File: config.mk
export PLATFORM = sky130hd
export DESIGN_NAME = fir_result_serializer
export DESIGN_NICKNAME = d
export VERILOG_FILES = /design/src/rtl/fir_uart_pkg.sv /design/src/rtl/sync_fifo.sv /design/src/rtl/fir_result_serializer.sv
export SDC_FILE = /design/constraint.sdc
export NUM_CORES = 1
export LEC_CHECK = 0
export CAP_MARGIN = 20
export CORE_UTILIZATION = 38
export CTS_CLUSTER_DIAMETER = 100
export DETAILED_ROUTE_END_ITERATION = 10
export GPL_TIMING_DRIVEN = 0
export HOLD_SLACK_MARGIN = 0.08
export SYNTH_ARGS = -nofsm -noshare
export SYNTH_HDL_FRONTEND = slang
export SYNTH_SLANG_ARGS = --single-unit
File: constraint.sdc
create_clock -name clk -period 2.7 [get_ports clk]
set_input_delay 0.81 -clock clk [delete_from_list [all_inputs] [get_ports clk]]
set_output_delay 0.81 -clock clk [all_outputs]
set_load 0.02 [all_outputs]
File: src/rtl/fir_uart_pkg.sv
// Shared constants and types for the FIR-result-to-UART path.
// The sync-byte option (FIR_SER_SYNC_BYTE_EN) uses SYNC_BYTE and the SYNC state.
package fir_uart_pkg;

    localparam int FIR_OUT_WIDTH = 38;
    localparam int FIR_OUT_BYTES = 5;
    localparam logic [7:0] SYNC_BYTE = 8'hA5;

    // Serializer states; SYNC is only reachable when the sync byte is enabled.
    typedef enum logic [2:0] {
        IDLE  = 3'd0,
        SYNC  = 3'd1,
        LOAD  = 3'd2,
        GUARD = 3'd3,
        WAITB = 3'd4
    } ser_state_t;

    // Number of whole bytes needed to carry a value of the given bit width.
    function automatic int bytes_for_width(input int width);
        return (width + 7) / 8;
    endfunction

endpackage

File: src/rtl/sync_fifo.sv
// Single-clock FIFO with read-first (show-ahead) output.
// Pointers carry one extra wrap bit so full and empty are distinguishable.
// A write into a full FIFO is ignored; a read from an empty FIFO is ignored.
module sync_fifo #(
    parameter int WIDTH = 8,
    parameter int DEPTH = 4
) (
    input  logic             clk,
    input  logic             rst,
    input  logic             wr_en,
    input  logic [WIDTH-1:0] wr_data,
    input  logic             rd_en,
    output logic [WIDTH-1:0] rd_data,
    output logic             full,
    output logic             empty
);

    localparam int AW = (DEPTH > 1) ? $clog2(DEPTH) : 1;

    logic [AW:0]      wr_ptr;
    logic [AW:0]      rd_ptr;
    logic [WIDTH-1:0] mem [DEPTH];
    logic             wr_ok;
    logic             rd_ok;

    assign wr_ok   = wr_en && !full;
    assign rd_ok   = rd_en && !empty;
    assign rd_data = mem[rd_ptr[AW-1:0]];
    assign empty   = (wr_ptr == rd_ptr);
    assign full    = (wr_ptr[AW] != rd_ptr[AW]) && (wr_ptr[AW-1:0] == rd_ptr[AW-1:0]);

    // Advance the pointers on accepted writes and reads.
    always_ff @(posedge clk or negedge rst) begin
        if (!rst) begin
            wr_ptr <= '0;
            rd_ptr <= '0;
        end else begin
            if (wr_ok) wr_ptr <= wr_ptr + 1'b1;
            if (rd_ok) rd_ptr <= rd_ptr + 1'b1;
        end
    end

    // Storage array; contents need no reset since empty gates every read.
    always_ff @(posedge clk) begin
        if (wr_ok) mem[wr_ptr[AW-1:0]] <= wr_data;
    end

endmodule

File: src/rtl/fir_result_serializer.sv
// Buffers FIR filter results and sends each one to the UART transmitter as
// sign-extended bytes, least-significant byte first, via TxD_start/TxD_busy.
// Optional: define FIR_SER_SYNC_BYTE_EN to prefix every result with 8'hA5.
module fir_result_serializer
    import fir_uart_pkg::*;
#(
    parameter int OUT_WIDTH  = FIR_OUT_WIDTH,
    parameter int FIFO_DEPTH = 4
) (
    input  logic                 clk,
    input  logic                 rst,
    input  logic [OUT_WIDTH-1:0] fir_output,
    input  logic                 output_valid,
    input  logic                 tx_busy,
    output logic                 tx_start,
    output logic [7:0]           tx_data,
    output logic                 fifo_full,
    output logic                 overflow,
    output logic                 idle
);

    localparam int NUM_BYTES = bytes_for_width(OUT_WIDTH);
    localparam int SHW       = NUM_BYTES * 8;
    localparam int IDXW      = (NUM_BYTES > 1) ? $clog2(NUM_BYTES) : 1;
    localparam int CW        = $clog2(FIFO_DEPTH) + 1;

    logic [OUT_WIDTH-1:0] fifo_head;
    logic                 fifo_is_full;
    logic                 fifo_is_empty;
    logic                 push;
    logic                 pop;
    logic [SHW-1:0]       head_ext;
    logic [SHW-1:0]       shreg;
    logic [IDXW-1:0]      idx;
    logic                 last_byte;
    logic                 sync_active;
    logic [CW-1:0]        count;
    logic [CW-1:0]        count_next;
    logic                 to_idle;
    ser_state_t           state;

    assign push      = output_valid && !fifo_is_full;
    assign pop       = (state == IDLE) && !fifo_is_empty;
    assign last_byte = (idx == IDXW'(NUM_BYTES - 1));

    sync_fifo #(
        .WIDTH (OUT_WIDTH),
        .DEPTH (FIFO_DEPTH)
    ) u_fifo (
        .clk     (clk),
        .rst     (rst),
        .wr_en   (push),
        .wr_data (fir_output),
        .rd_en   (pop),
        .rd_data (fifo_head),
        .full    (fifo_is_full),
        .empty   (fifo_is_empty)
    );

    // Replicate the sign bit of the head result up to a whole number of bytes.
    always_comb begin
        head_ext = {SHW{fifo_head[OUT_WIDTH-1]}};
        head_ext[OUT_WIDTH-1:0] = fifo_head;
    end

`ifdef FIR_SER_SYNC_BYTE_EN
    logic sync_phase;
    assign sync_active = sync_phase;
`else
    assign sync_active = 1'b0;
`endif

    // Occupancy after this cycle's push/pop, used for the registered status flags.
    always_comb begin
        count_next = count;
        if (push && !pop) count_next = count + 1'b1;
        else if (pop && !push) count_next = count - 1'b1;
    end

    // True when the FSM will sit in IDLE next cycle with nothing left to send.
    always_comb begin
        to_idle = 1'b0;
        if (count_next == '0) begin
            if (state == IDLE && fifo_is_empty) to_idle = 1'b1;
            if (state == WAITB && !tx_busy && last_byte && !sync_active) to_idle = 1'b1;
        end
    end

    // Byte transfer FSM: pop a result, then LOAD/GUARD/WAITB once per byte.
    always_ff @(posedge clk or negedge rst) begin
        if (!rst) begin
            state    <= IDLE;
            idx      <= '0;
            shreg    <= '0;
            tx_start <= 1'b0;
            tx_data  <= 8'h00;
`ifdef FIR_SER_SYNC_BYTE_EN
            sync_phase <= 1'b0;
`endif
        end else begin
            tx_start <= 1'b0;
            case (state)
                IDLE: begin
                    if (!fifo_is_empty) begin
                        shreg <= head_ext;
                        idx   <= '0;
`ifdef FIR_SER_SYNC_BYTE_EN
                        state <= SYNC;
`else
                        state <= LOAD;
`endif
                    end
                end
`ifdef FIR_SER_SYNC_BYTE_EN
                SYNC: begin
                    if (!tx_busy) begin
                        tx_data    <= SYNC_BYTE;
                        tx_start   <= 1'b1;
                        sync_phase <= 1'b1;
                        state      <= GUARD;
                    end
                end
`endif
                LOAD: begin
                    if (!tx_busy) begin
                        tx_data  <= shreg[7:0];
                        tx_start <= 1'b1;
                        state    <= GUARD;
                    end
                end
                GUARD: begin
                    state <= WAITB;
                end
                WAITB: begin
                    if (!tx_busy) begin
`ifdef FIR_SER_SYNC_BYTE_EN
                        if (sync_phase) begin
                            sync_phase <= 1'b0;
                            state      <= LOAD;
                        end else
`endif
                        if (last_byte) begin
                            state <= IDLE;
                        end else begin
                            idx   <= idx + IDXW'(1);
                            shreg <= shreg >> 8;
                            state <= LOAD;
                        end
                    end
                end
                default: begin
                    state <= IDLE;
                end
            endcase
        end
    end

    // Occupancy count, sticky overflow and the registered status outputs.
    always_ff @(posedge clk or negedge rst) begin
        if (!rst) begin
            count     <= '0;
            fifo_full <= 1'b0;
            overflow  <= 1'b0;
            idle      <= 1'b1;
        end else begin
            count     <= count_next;
            fifo_full <= (count_next == CW'(FIFO_DEPTH));
            if (output_valid && fifo_is_full) overflow <= 1'b1;
            idle      <= to_idle;
        end
    end

endmodule

==> results of run 1 <==
==> cell usage in the layout (no fill, tap or decap), drive strengths merged, types with 4 or more instances in the layout <==
cell	n
ha	9
mux4	38
nor3	6
o21ai	33
xnor2	7
and2	5
nor2	9
buf	23
a22o	7
xor2	5
inv	9
mux2i	29
nand2	46
dfrtp	64
o31ai	4
mux2	9
clkbuf	34
edfxtp	152
clkdlybuf4s50	51
clkinv	10
nor4	4
==> flip-flops by register name (all words and copies together) (netlist names) <==
signal         cells
u_fifo.wr_ptr      3
count              3
u_fifo.mem       152
shreg             38
tx_data            8
u_fifo.rd_ptr      3
fifo_full          1
overflow           1
tx_start           1
idle               1
state              3
idx                3
==> report_power, final <==
part / total (uW) / switching (uW) / internal [uW]
clock: 3170 / 1250 / 1920
sequential: 5040 / 424 / 4610
combinational: 4280 / 2380 / 1900
==> layer usage <==
layer / vias up / routed length (um) / global-route usage [%]
li1: 2076 / - / -
met1: 2333 / 7540 / 20.3
met2: 83 / 8080 / 24.7
met3: 29 / 694 / 2.44
met4: 0 / 310 / 4.19
met5: - / 0 / 0
==> logic make-up after synthesis <==
group / count (synthesis)
AO/OA/AOI/OAI: 65
adder cells (fa/ha/maj): 9
buffers and inverters: 34
XOR/XNOR: 12
AND/OR/NAND/NOR: 78
flip-flops: 217
multiplexers: 76
==> area by class of cell <==
| cell class | instances | area, sq um |
|---|---|---|
| fill | 1942 | 12100 |
| sequential | 217 | 6190 |
| multi-input combinational | 240 | 2360 |
| clock buffer | 27 | 621 |
| timing repair buffer | 56 | 606 |
| tap | 285 | 357 |
| clock inverter | 14 | 146 |
| buffer | 25 | 131 |
| inverter | 9 | 33.8 |
==> path summary, 6_finish.rpt <==
kind,from,endpoint,slack (ns)
hold / removal,rst,count[0],0.41
setup / recovery,u_fifo.rd_ptr[1],u_fifo.mem[2][17],0.27
max in group asynchronous,rst,shreg[20],1.73
hold reg to reg,overflow,overflow,0.47
setup reg to reg,u_fifo.rd_ptr[1],u_fifo.mem[2][17],0.27
min in group clk,overflow,overflow,0.47
==> through the flow <==
| step | hold slack (ns) | total power [uW] | worst slack (ns) |
|---|---|---|---|
| final | 0.410 | 12500 | 0.273 |
| after global routing | 0.476 | 13200 | 0.156 |
| after CTS | 0.447 | 12600 | 0.253 |
| after detailed placement | 0.463 | 9460 | -0.0778 |
| after global placement | 0.464 | 9240 | -1.33 |
| after floorplan | 0.449 | 8060 | 0.0102 |
==> impl_metrics.json, run 1 <==
{
  "status": "finished clean",
  "crit_chain": "buf_4, xor2_2, o31a_1, and2_2, buf_16",
  "ys_seq_area_share_pct": 71.1,
  "drv_cap": 0,
  "post_route_cells_drive_above_1_share_pct": 21.4,
  "powerDensity_mw_per_mm2": 1200,
  "synth_edf_count": 152,
  "start_kind": "register",
  "stdcell_count": 873,
  "synth-compound-area-share_pct": 5.09,
  "hold_buffers": 0,
  "synth_cells": 491,
  "crit_family": "simple AND/OR/NAND/NOR gates",
  "synthXorXnorAreaFrac_pct": 1.90,
  "fin_area_sq_mm": 0.0104,
  "post_cts_buffers": 0,
  "synth_simple_gate_area_share_pct": 4.40,
  "diodes": 0,
  "first_iter_violations": 221,
  "antenna_found_initial": 0,
  "place.gp.congestion": 0.769,
  "place_hpwl_mm": 11.2,
  "clk_pin_slew_worst_paths_ns": 0.06,
  "syn2layout_area_growth_pct": 19.9,
  "synth_seq_cells": 217,
  "synthAdderAreaFrac_pct": 1.29,
  "async_flop_share_pct": 30.0,
  "finish.utilization_pct": 46.3,
  "syn_area_per_cell_sq_um": 17.7,
  "detail_route.wl_per_cell_um": 19.0,
  "io_pins": 54,
  "rows": 55,
  "crit_path_max_incr_delay_ns": 0.64,
  "fp.dieW_um": 153,
  "viasPerCell": 5.18,
  "relSlewSlack_pct": 43.9,
  "drcViolationCount": 0,
  "slew_viol_final": 0,
  "synth_top_family_by_area": "multiplexers",
  "fmax_ghz": 0.412,
  "placed_cell_area_sq_mm": 0.00968,
  "path_buf_inv": 2,
  "die_y_um": 153,
  "cts_inserted_buffers": 23,
  "grt_pass1_wl_mm": 27.0,
  "synth_mux_area_share_pct": 14.3,
  "num_vias": 4521,
  "drt_pass1_iterations": 4,
  "yosysMostFrequentCell": "edfxtp_1",
  "setup_tns_ns": 0,
  "worst_pin_slew_ns": 0.842,
  "clock_path_buffers": 3,
  "clock-root-buffer": "clkbuf_16",
  "portBuffers": 52,
  "setup_viol_count_final": 0,
  "worst-endpoint-required_ns": 2.90,
  "dp_cells": 832,
  "synth_area_leaders": "edfxtp_1, dfrtp_1, mux4_2",
  "layout_min_cycle_time_ns": 2.43,
  "p_leak_uw": 0.00391,
  "cp.arrival_ns": 2.62,
  "rsz0062_at_grt": "no",
  "dieArea_sq_mm": 0.0235,
  "drt_wl_total_mm": 16.6,
  "yosysTopAreaCell": "edfxtp_1",
  "fin_skew_ns": 0.0109,
  "hold_violations": 0,
  "grt.overflow.total": 0,
  "cts.sink_count": 217,
  "grt_usage_pct": 14.9,
  "htreeDepth": 1,
  "min_period_over_period_pct": 89.9,
  "cts_tree": "built",
  "min_path_type": "in2async",
  "core_area_sq_mm": 0.0226,
  "yosysWarnings": 0,
  "ir_drop_mv": 0.488,
  "slowest_stage": "and2_2",
  "initial_core_util_pct": 38.6,
  "ff2ff_path_depth": 5,
  "criticalPathCategory": "reg2reg",
  "synth_commonest_cells": "edfxtp_1, dfrtp_1, nand2_1",
  "grt_pass1_vias": 4800,
  "critPathMaxFanout": 20,
  "fin_nets": 623,
  "ys.flop_type": "edfxtp_1",
  "grt_max_degree": 66,
  "clk_latency_ns": 0.50,
  "yosys.area.top_type_share_pct": 52.4,
  "synth.distinct_cells": 56,
  "syn_nets": 542,
  "ant_nets": 0,
  "cp.depth": 5,
  "endpoint_kind": "register",
  "cts_resized": 0,
  "synth_area_sq_mm": 0.00871
}
Note: power is estimated with default switching activity, not from simulation.
==> inputs of run 2 (changes only) <==
--- a/config.mk
+++ b/config.mk
@@ -11,6 +11,7 @@
 export DETAILED_ROUTE_END_ITERATION = 10
 export GPL_TIMING_DRIVEN = 0
 export HOLD_SLACK_MARGIN = 0.08
+export MAX_ROUTING_LAYER = met4
 export SYNTH_ARGS = -nofsm -noshare
 export SYNTH_HDL_FRONTEND = slang
 export SYNTH_SLANG_ARGS = --single-unit
==> run 2 against run 1 <==
Clock skew fell by 0.0020 ns; critical path type unchanged; highest routed layer unchanged; final cell count did not move; fmax barely moved; wire length rose by 0.12%; worst hold slack barely moved; die area did not move.
==> impl_metrics.json, run 2 (same netlist as run 1, synthesis figures left out) <==
{
  "criticalPathCategory": "reg2reg",
  "min_path_type": "in2async",
  "mostFrequentLayoutCells": "edfxtp_1, dfrtp_1, clkdlybuf4s50_1, nand2_1, mux4_2",
  "hold_violations": 0,
  "ir_drop_mv": 0.490,
  "worst_pin_slew_ns": 0.841,
  "post_route_cells_drive_above_1_share_pct": 21.4,
  "relSlewSlack_pct": 44.0,
  "die_y_um": 153,
  "layout_min_cycle_time_ns": 2.43,
  "fin_nets": 623,
  "setup_viol_count_final": 0,
  "fmax_ghz": 0.412,
  "drv_cap": 0,
  "num_vias": 4530,
  "crit_path_max_incr_delay_ns": 0.64,
  "min_period_over_period_pct": 89.9,
  "initial_core_util_pct": 38.6,
  "fin_area_sq_mm": 0.0104,
  "drcViolationCount": 0,
  "core_area_sq_mm": 0.0226,
  "status": "finished clean",
  "htreeDepth": 1,
  "powerDensity_mw_per_mm2": 1200,
  "drt_wl_total_mm": 16.6,
  "rows": 55,
  "path_buf_inv": 2,
  "stdcell_count": 873,
  "cts_inserted_buffers": 23,
  "crit_chain": "buf_4, xor2_2, o31a_1, and2_2, buf_16",
  "rsz0062_at_grt": "no",
  "crit_family": "simple AND/OR/NAND/NOR gates",
  "grt_pass1_vias": 4796,
  "critPathMaxFanout": 20,
  "hold_buffers": 0,
  "place.gp.congestion": 0.779,
  "antenna_found_initial": 0,
  "grt_use_met2_pct": 24.7,
  "drt_pass1_iterations": 4,
  "largest_register_ffs": 152,
  "grt_max_degree": 66,
  "fin_skew_ns": 0.00889,
  "ant_nets": 0,
  "first_iter_violations": 231,
  "grt_usage_pct": 15.3,
  "placed_cell_area_sq_mm": 0.00968,
  "cp.arrival_ns": 2.62,
  "p_leak_uw": 0.00391,
  "syn2layout_area_growth_pct": 19.9,
  "slew_viol_final": 0,
  "clk_pin_slew_worst_paths_ns": 0.06,
  "dp_cells": 832,
  "start_kind": "register",
  "cts.sink_count": 217,
  "diodes": 0,
  "clock_path_buffers": 3,
  "dieArea_sq_mm": 0.0235,
  "fp.dieW_um": 153,
  "cts_resized": 0,
  "place_hpwl_mm": 11.2,
  "top_usage_layer": "met2",
  "post_cts_buffers": 0,
  "cts_tree": "built",
  "slowest_stage": "and2_2",
  "worst-endpoint-required_ns": 2.90,
  "grt_use_met3_pct": 2.41,
  "power_uw": 12500,
  "grt.overflow.total": 0,
  "clock-root-buffer": "clkbuf_16",
  "endpoint_kind": "register",
  "viasPerCell": 5.19,
  "grt_pass1_wl_mm": 27.0,
  "detail_route.wl_per_cell_um": 19.1,
  "io_pins": 54,
  "clk_latency_ns": 0.50,
  "portBuffers": 52,
  "layout_commonest_cell": "edfxtp_1",
  "met1_usage_pct": 20.3
}
-- run 2: worst paths after layout --
check	from	endpoint	slack (ns)	depth (start not counted)
max in group asynchronous	rst	shreg[20]	1.73	1
worst min register to register	overflow	overflow	0.47	1
min in group clk	overflow	overflow	0.47	1
worst min-delay path	rst	count[0]	0.41	1
worst max register to register	u_fifo.rd_ptr[1]	u_fifo.mem[2][13]	0.27	5
worst max-delay path	u_fifo.rd_ptr[1]	u_fifo.mem[2][13]	0.27	5
-- run 2: worst register-to-register path, stage by stage, from the launching register on --
cell and delay, ns:
dfrtp_1 0.39, buf_4 0.19, xor2_2 0.27, o31a_1 0.37
and2_2 0.65, buf_16 0.26
-- run 2: cell type report --
type / count / area [sq um]
Inverter: 9 / 33.8
Clock buffer: 27 / 621
Sequential cell: 217 / 6190
Clock inverter: 14 / 146
Fill cell: 1942 / 12100
Multi-Input combinational cell: 240 / 2360
Tap cell: 285 / 357
Timing Repair Buffer: 56 / 606
Buffer: 25 / 131
-- run 2: metrics by stage --
step | setup TNS (ns) | util [%] | hold slack [ns] | setup slack [ns]
after floorplan | 0 | - | 0.449 | 0.0102
after global placement | -192.34 | 42.5 | 0.464 | -1.33
after detailed placement | -1.31 | 42.9 | 0.463 | -0.0778
after CTS | 0 | 46.3 | 0.447 | 0.253
after global routing | 0 | 46.3 | 0.477 | 0.156
final | 0 | 46.3 | 0.410 | 0.273
-- run 2: report_power, final --
part / switching (uW) / leakage, uW / total [uW] / internal [uW]
registers: 427 / 0.00220 / 5040 / 4620
logic: 2380 / 0.00133 / 4280 / 1900
clock network: 1250 / 0.000379 / 3170 / 1920
-- run 2: metal layers --
layer	vias up	part of all wire (%)
met2	93	49
met4	0	1.9
met5	-	0
li1	2078	-
met1	2330	45
met3	29	4.1
